--- src/rtl/sid_mixer_if.sv ---
// Bundle of the sample-path, register-bus and output signals of the SID output mixer.
// clkEn is a one-cycle strobe with no back-pressure. oValid pulses for one cycle when oOut takes a new sample.
interface sid_mixer_if;
    logic               clkEn;
    logic signed [15:0] iLP;
    logic signed [15:0] iBP;
    logic signed [15:0] iHP;
    logic signed [15:0] iDirect;
    logic signed [15:0] iVoice3;
    logic               WR;
    logic [4:0]         ADDR;
    logic [7:0]         DATA;
    logic signed [15:0] oOut;
    logic               oValid;
    logic [2:0]         state;

    modport master (
        output clkEn, iLP, iBP, iHP, iDirect, iVoice3, WR, ADDR, DATA,
        input  oOut, oValid, state
    );

    modport slave (
        input  clkEn, iLP, iBP, iHP, iDirect, iVoice3, WR, ADDR, DATA,
        output oOut, oValid, state
    );
endinterface

--- src/rtl/sid_mixer.sv ---
// SID output mixer: sequentially sums the enabled filter taps and voice paths, saturates the sum to 16 bits,
// then applies the 4-bit master volume. One accumulate step per clock after each sample strobe.
module sid_mixer #(
    parameter int ACC_W     = 19,
    parameter int VOL_SHIFT = 4
) (
    input logic         clk,
    input logic         rst,
    sid_mixer_if.slave  bus
);
    localparam logic [4:0] MODE_ADDR = 5'h18;
    localparam int         PROD_W    = 21;

    localparam logic [2:0] IDLE  = 3'd0;
    localparam logic [2:0] ACC0  = 3'd1;
    localparam logic [2:0] ACC1  = 3'd2;
    localparam logic [2:0] ACC2  = 3'd3;
    localparam logic [2:0] ACC3  = 3'd4;
    localparam logic [2:0] ACC4  = 3'd5;
    localparam logic [2:0] SAT   = 3'd6;
    localparam logic [2:0] SCALE = 3'd7;

    localparam logic signed [ACC_W-1:0] SAT_MAX = ACC_W'(32767);
    localparam logic signed [ACC_W-1:0] SAT_MIN = -(ACC_W'(32768));

    logic [7:0]               mode_reg;
    logic [7:0]               snap_mode;
    logic signed [15:0]       snap_lp;
    logic signed [15:0]       snap_bp;
    logic signed [15:0]       snap_hp;
    logic signed [15:0]       snap_direct;
    logic signed [15:0]       snap_voice3;
    logic [2:0]               state;
    logic signed [ACC_W-1:0]  acc;
    logic signed [ACC_W-1:0]  addend;
    logic signed [15:0]       sat;
    logic signed [15:0]       clamped;
    logic signed [PROD_W-1:0] product;
    logic signed [15:0]       scaled;
    logic signed [15:0]       out_q;
    logic                     valid_q;

    function automatic logic signed [ACC_W-1:0] sext(input logic signed [15:0] x);
        return {{(ACC_W-16){x[15]}}, x};
    endfunction

    // Each accumulate state contributes one term; a disabled path adds zero so the sequence length never changes.
    always_comb begin
        addend = '0;
        case (state)
            ACC0:    if (snap_mode[4])  addend = sext(snap_lp);
            ACC1:    if (snap_mode[5])  addend = sext(snap_bp);
            ACC2:    if (snap_mode[6])  addend = sext(snap_hp);
            ACC3:                       addend = sext(snap_direct);
            ACC4:    if (!snap_mode[7]) addend = sext(snap_voice3);
            default:                    addend = '0;
        endcase
    end

    always_comb begin
        clamped = acc[15:0];
        if (acc > SAT_MAX)      clamped = 16'sh7fff;
        else if (acc < SAT_MIN) clamped = 16'sh8000;
    end

    // Volume is zero-extended; the low 21 bits of the product are identical for signed and unsigned operands.
    assign product = $signed({{(PROD_W-16){sat[15]}}, sat} * {{(PROD_W-4){1'b0}}, snap_mode[3:0]});
    assign scaled  = 16'(product >>> VOL_SHIFT);

    always_ff @(posedge clk or posedge rst) begin
        if (rst) begin
            mode_reg <= 8'h00;
        end else if (bus.WR && bus.ADDR == MODE_ADDR) begin
            mode_reg <= bus.DATA;
        end
    end

    // A strobe always wins: it restarts from a fresh snapshot even mid-sequence, so an aborted sample never pulses.
    always_ff @(posedge clk or posedge rst) begin
        if (rst) begin
            state       <= IDLE;
            acc         <= '0;
            sat         <= '0;
            out_q       <= '0;
            valid_q     <= 1'b0;
            snap_mode   <= '0;
            snap_lp     <= '0;
            snap_bp     <= '0;
            snap_hp     <= '0;
            snap_direct <= '0;
            snap_voice3 <= '0;
        end else begin
            valid_q <= 1'b0;
            if (bus.clkEn) begin
                snap_mode   <= mode_reg;
                snap_lp     <= bus.iLP;
                snap_bp     <= bus.iBP;
                snap_hp     <= bus.iHP;
                snap_direct <= bus.iDirect;
                snap_voice3 <= bus.iVoice3;
                acc         <= '0;
                state       <= ACC0;
            end else begin
                case (state)
                    IDLE: state <= IDLE;
                    ACC0: begin acc <= acc + addend; state <= ACC1; end
                    ACC1: begin acc <= acc + addend; state <= ACC2; end
                    ACC2: begin acc <= acc + addend; state <= ACC3; end
                    ACC3: begin acc <= acc + addend; state <= ACC4; end
                    ACC4: begin acc <= acc + addend; state <= SAT;  end
                    SAT: begin
                        sat   <= clamped;
                        state <= SCALE;
                    end
                    SCALE: begin
                        out_q   <= scaled;
                        valid_q <= 1'b1;
                        state   <= IDLE;
                    end
                    default: state <= IDLE;
                endcase
            end
        end
    end

    assign bus.oOut   = out_q;
    assign bus.oValid = valid_q;
    assign bus.state  = state;
endmodule

--- src/flat_wrapper.sv ---
// flat-port wrapper written by rule: the top's interface ports become plain ports
module sid_mixer_flat 
#(
    parameter int ACC_W     = 19,
    parameter int VOL_SHIFT = 4
)
  (clk, rst, bus_clkEn, bus_iLP, bus_iBP, bus_iHP, bus_iDirect, bus_iVoice3, bus_WR, bus_ADDR, bus_DATA, bus_oOut, bus_oValid, bus_state);
  sid_mixer_if bus_i ();
  input logic clk;
  input logic rst;
  input wire logic [$bits(bus_i.clkEn)-1:0] bus_clkEn;
  input wire logic [$bits(bus_i.iLP)-1:0] bus_iLP;
  input wire logic [$bits(bus_i.iBP)-1:0] bus_iBP;
  input wire logic [$bits(bus_i.iHP)-1:0] bus_iHP;
  input wire logic [$bits(bus_i.iDirect)-1:0] bus_iDirect;
  input wire logic [$bits(bus_i.iVoice3)-1:0] bus_iVoice3;
  input wire logic [$bits(bus_i.WR)-1:0] bus_WR;
  input wire logic [$bits(bus_i.ADDR)-1:0] bus_ADDR;
  input wire logic [$bits(bus_i.DATA)-1:0] bus_DATA;
  output wire logic [$bits(bus_i.oOut)-1:0] bus_oOut;
  output wire logic [$bits(bus_i.oValid)-1:0] bus_oValid;
  output wire logic [$bits(bus_i.state)-1:0] bus_state;
  assign bus_i.clkEn = bus_clkEn;
  assign bus_i.iLP = bus_iLP;
  assign bus_i.iBP = bus_iBP;
  assign bus_i.iHP = bus_iHP;
  assign bus_i.iDirect = bus_iDirect;
  assign bus_i.iVoice3 = bus_iVoice3;
  assign bus_i.WR = bus_WR;
  assign bus_i.ADDR = bus_ADDR;
  assign bus_i.DATA = bus_DATA;
  assign bus_oOut = bus_i.oOut;
  assign bus_oValid = bus_i.oValid;
  assign bus_state = bus_i.state;
  sid_mixer #(.ACC_W(ACC_W), .VOL_SHIFT(VOL_SHIFT)) u_core (.clk(clk), .rst(rst), .bus(bus_i));
endmodule
--- config.mk ---
export PLATFORM = sky130hd
export DESIGN_NAME = sid_mixer_flat
export DESIGN_NICKNAME = d
export VERILOG_FILES = /design/src/rtl/sid_mixer_if.sv /design/src/rtl/sid_mixer.sv /design/src/flat_wrapper.sv
export SDC_FILE = /design/constraint.sdc
export NUM_CORES = 1
export LEC_CHECK = 0
export BUFFER_PORTS_ARGS = -buffer_cell sky130_fd_sc_hd__buf_2
export CORE_ASPECT_RATIO = 0.9
export CORE_MARGIN = 4
export CORE_UTILIZATION = 23
export DETAILED_ROUTE_END_ITERATION = 12
export PLACE_DENSITY = 0.43
export SETUP_SLACK_MARGIN = 0.2
export SLEW_MARGIN = 20
export SYNTH_ARGS = -nofsm -noshare
export SYNTH_HDL_FRONTEND = slang
export SYNTH_SLANG_ARGS = --single-unit
export TNS_END_PERCENT = 50
--- constraint.sdc ---
create_clock -name clk -period 4.3 [get_ports clk]
set_input_delay 0.215 -clock clk [delete_from_list [all_inputs] [get_ports clk]]
set_output_delay 0.215 -clock clk [all_outputs]
set_load 0.02 [all_outputs]
==> impl_metrics.yaml <==
clocking:
  cts_sinks: 151
  numCtsBuffers: 17
  cts-root-buf: "clkbuf_16"
  cts.clk_slew.worst_paths_ns: 0.07
  clk_latency_ns: 0.45
  clockBufferDepth: 2
  ctsHtreeMaxLevel: 4
  cts_tree: "yes"
final_layout:
  largest_reg_flops: 19
  layout_common_cells: "dfrtp_1 (148), buf_2 (117), mux2_2 (97), nand2_1 (94), dlygate4sd3_1 (77)"
  stdcell_count: 1639
  layout_commonest_cell: "dfrtp_1"
  utilization_pct: 30.8
  regMostFlops: "u_core.acc"
  syn_to_final_growth_pct: 31.8
  multiInputGateArea_mm2: 0.00518
  insertedDiodeCount: 0
  fill_cells: 4166
  drive_above_1_share_pct: 28.4
  fin_nets: 1278
  seqCellArea_mm2: 0.00378
global_routing:
  grt-ovfl-total: 0
  grt_pass1_vias: 7481
  grt_max_degree: 152
  grt_antenna_before_repair: 0
  grt_pass1_wl_um: 40700
  track_usage_pct: 11.7
sta:
  drv_slew: 0
  hold_viol_final: 17
  worst_slack_ns: 0.305
  layout_worst_path_cycle_share_pct: 92.9
  tightest_slew_ns: 1.01
  rsz0062_at_grt: "yes"
  period_minus_slack_ns: 4.00
  max_freq_mhz: 250
  relSlewSlack_pct: 32.4
  clock_skew_ns: 0.0224
  finalHoldWorstSlack_ns: -0.0444
  finalSetupTns_ns: 0
  finalSetupViolCount: 0
worst_setup_path:
  cp_data_required_time_ns: 4.61
  worst_setup_path_end_kind: "flop"
  critPathKind: "flop to flop"
  critPathLaunchType: "flop"
  crit_fanout: 6
  arrival_ns: 4.30
synth:
  yosys_warnings: 0
  syn_avg_cell_area_um2: 10.5
  async_flop_share_pct: 100
  synth_nets: 1066
  yosys_most_used_dff: "dfrtp_1"
  synth_cell_types: 60
  ys_seq_area_share_pct: 40.9
  syn-cell-area_mm2: 0.00924
  ys_seq_elements: 151
  synth_edf_count: 0
  netlist_instances: 882
routing:
  detailroute.via_count: 7054
  ant_nets: 0
  drc: 0
  dr.pass1.iters: 5
  dr.first_iter.drc_count: 402
  routed_wl_um: 24300
  avgViaCountPerCell: 4.30
  wl_per_cell_um: 14.8
floorplan:
  fp.dieW_um: 219
  rows: 69
  io_pins: 117
  initial_core_util_pct: 23.4
  core-area_mm2: 0.0395
  die_h_um: 198
  dieArea_mm2: 0.0434
pwr:
  irDropWorstVdd_mv: 0.260
  clock_power_share_pct: 40.3
  p_leak_nw: 5.80
  power.density_mw_per_mm2: 327
  switching_share_pct: 29.6
  p_seq_share_pct: 42.2
  comb_power_share_pct: 17.4
  internal_power_mw: 2.81
  power.switching_mw: 1.18
job:
  cap_violations: 0
outcome:
  status: "finished, violations left"
  violations: "hold timing"
place:
  dp_hpwl_um: 18000
  place_congestion: 0.764
  portBuffers: 116
  place_ws_ns: 0.108
  dp.cells: 1526
hold_path:
  hold_class: "input pin to async pin"
## Yosys cell counts, types with 3 or more instances
library cell	number	share of area, %
nand2_1	94	3.8
mux2i_1	5	0.54
nand2b_1	3	0.20
and2_1	47	3.2
fa_1	32	6.9
nor3_1	11	0.60
xnor2_1	12	1.1
nor2b_1	5	0.34
or2_2	3	0.20
a21oi_1	45	2.4
a21o_1	17	1.4
nor2_1	27	1.1
a22oi_1	15	1.2
o21ai_0	40	2.2
or3_1	6	0.41
inv_1	70	2.8
nor3b_1	3	0.24
a222oi_1	16	1.7
and3_1	4	0.27
o21a_1	6	0.49
dfrtp_1	151	41
o31ai_1	4	0.33
nand3_1	9	0.49
a31oi_1	5	0.34
a22o_1	5	0.47
o21bai_1	4	0.33
mux2_2	97	12
ha_1	55	7.5
clkbuf_1	33	1.3
xor2_1	13	1.2
a211oi_1	7	0.57
## through the flow
step,power [mW],hold slack [ns],area [µm²]
finish,3.99,-0.0444,12200
detailed placement,2.35,0.451,10700
global route,4.20,0.0120,12200
CTS,4.05,0.00125,12100
global placement,2.34,0.447,10600
floorplan,2.09,0.367,9240
## layer usage
metal / wire (µm) / share of wire [%] / track usage (%)
met1: 12200 / 50 / 16.4
met2: 11000 / 45 / 18.6
met3: 845 / 3.5 / 2.75
met4: 202 / 0.83 / 2.50
met5: 0 / 0 / 0
## worst max-delay path, cell delays in order (launching register included)
cell       delay [ns]
dfrtp_2          0.44
buf_2            0.16
and2_1           0.16
ha_1             0.17
inv_1            0.08
fa_1             0.42
fa_1             0.54
inv_1            0.06
ha_4             0.25
a21oi_1          0.16
nor2b_2          0.09
or4_4            0.49
a41o_4           0.26
a21o_1           0.20
a2111oi_4        0.29
nor2_1           0.09
## cell families (layout without fill, tap and decap cells)
family	after synthesis	in the layout	share of synthesized area, %
buffers and inverters	109	334	4.48
multiplexers	103	103	12.5
XOR/XNOR	25	25	2.37
adder cells (fa/ha/maj)	87	87	14.4
flip-flops	151	151	40.9
AND/OR/NAND/NOR	226	226	12.2
AO/OA/AOI/OAI	181	181	13.1
## timing repair
item	4_1_cts	5_1_grt
gates resized for setup	10	10
pin swaps	0	9
endpoints found under the hold margin	77	0
hold buffers	77	0
endpoints found under the setup margin	5	11
buffers inserted	2	2
cloned	0	0
## layout make-up
type,count,area share [%]
sequential,151,31.1
inverter,70,2.19
timing repair buffer,232,13.7
clock buffer,18,3.61
multi-input combinational,622,42.5
tap,532,5.47
clock inverter,14,1.46
## power groups by stage
stage | clock [mW] | combinational [mW] | sequential, mW
detailed placement | 0 | 0.630 | 1.72
finish | 1.61 | 0.695 | 1.68
floorplan | 0 | 0.434 | 1.66
global route | 1.71 | 0.784 | 1.71
CTS | 1.66 | 0.700 | 1.69
global placement | 0 | 0.627 | 1.71
## path summary, 6_finish.rpt
path                                     start                endpoint  slack, ns  depth (start not counted)
max                        u_core.snap_mode[3]     u_core.bus.oOut[13]       0.30                         15
min in group clk                   bus_iBP[11]      u_core.snap_bp[11]       0.02                          2
min                                        rst     u_core.bus.oOut[11]      -0.04                          3
max in group asynchronous                  rst  u_core.snap_direct[12]       3.63                          3
max reg2reg                u_core.snap_mode[3]     u_core.bus.oOut[13]       0.30                         15
min reg2reg                 u_core.bus.oOut[1]      u_core.bus.oOut[1]       0.48                          2
No activity file was read; power rests on OpenSTA's default activity.
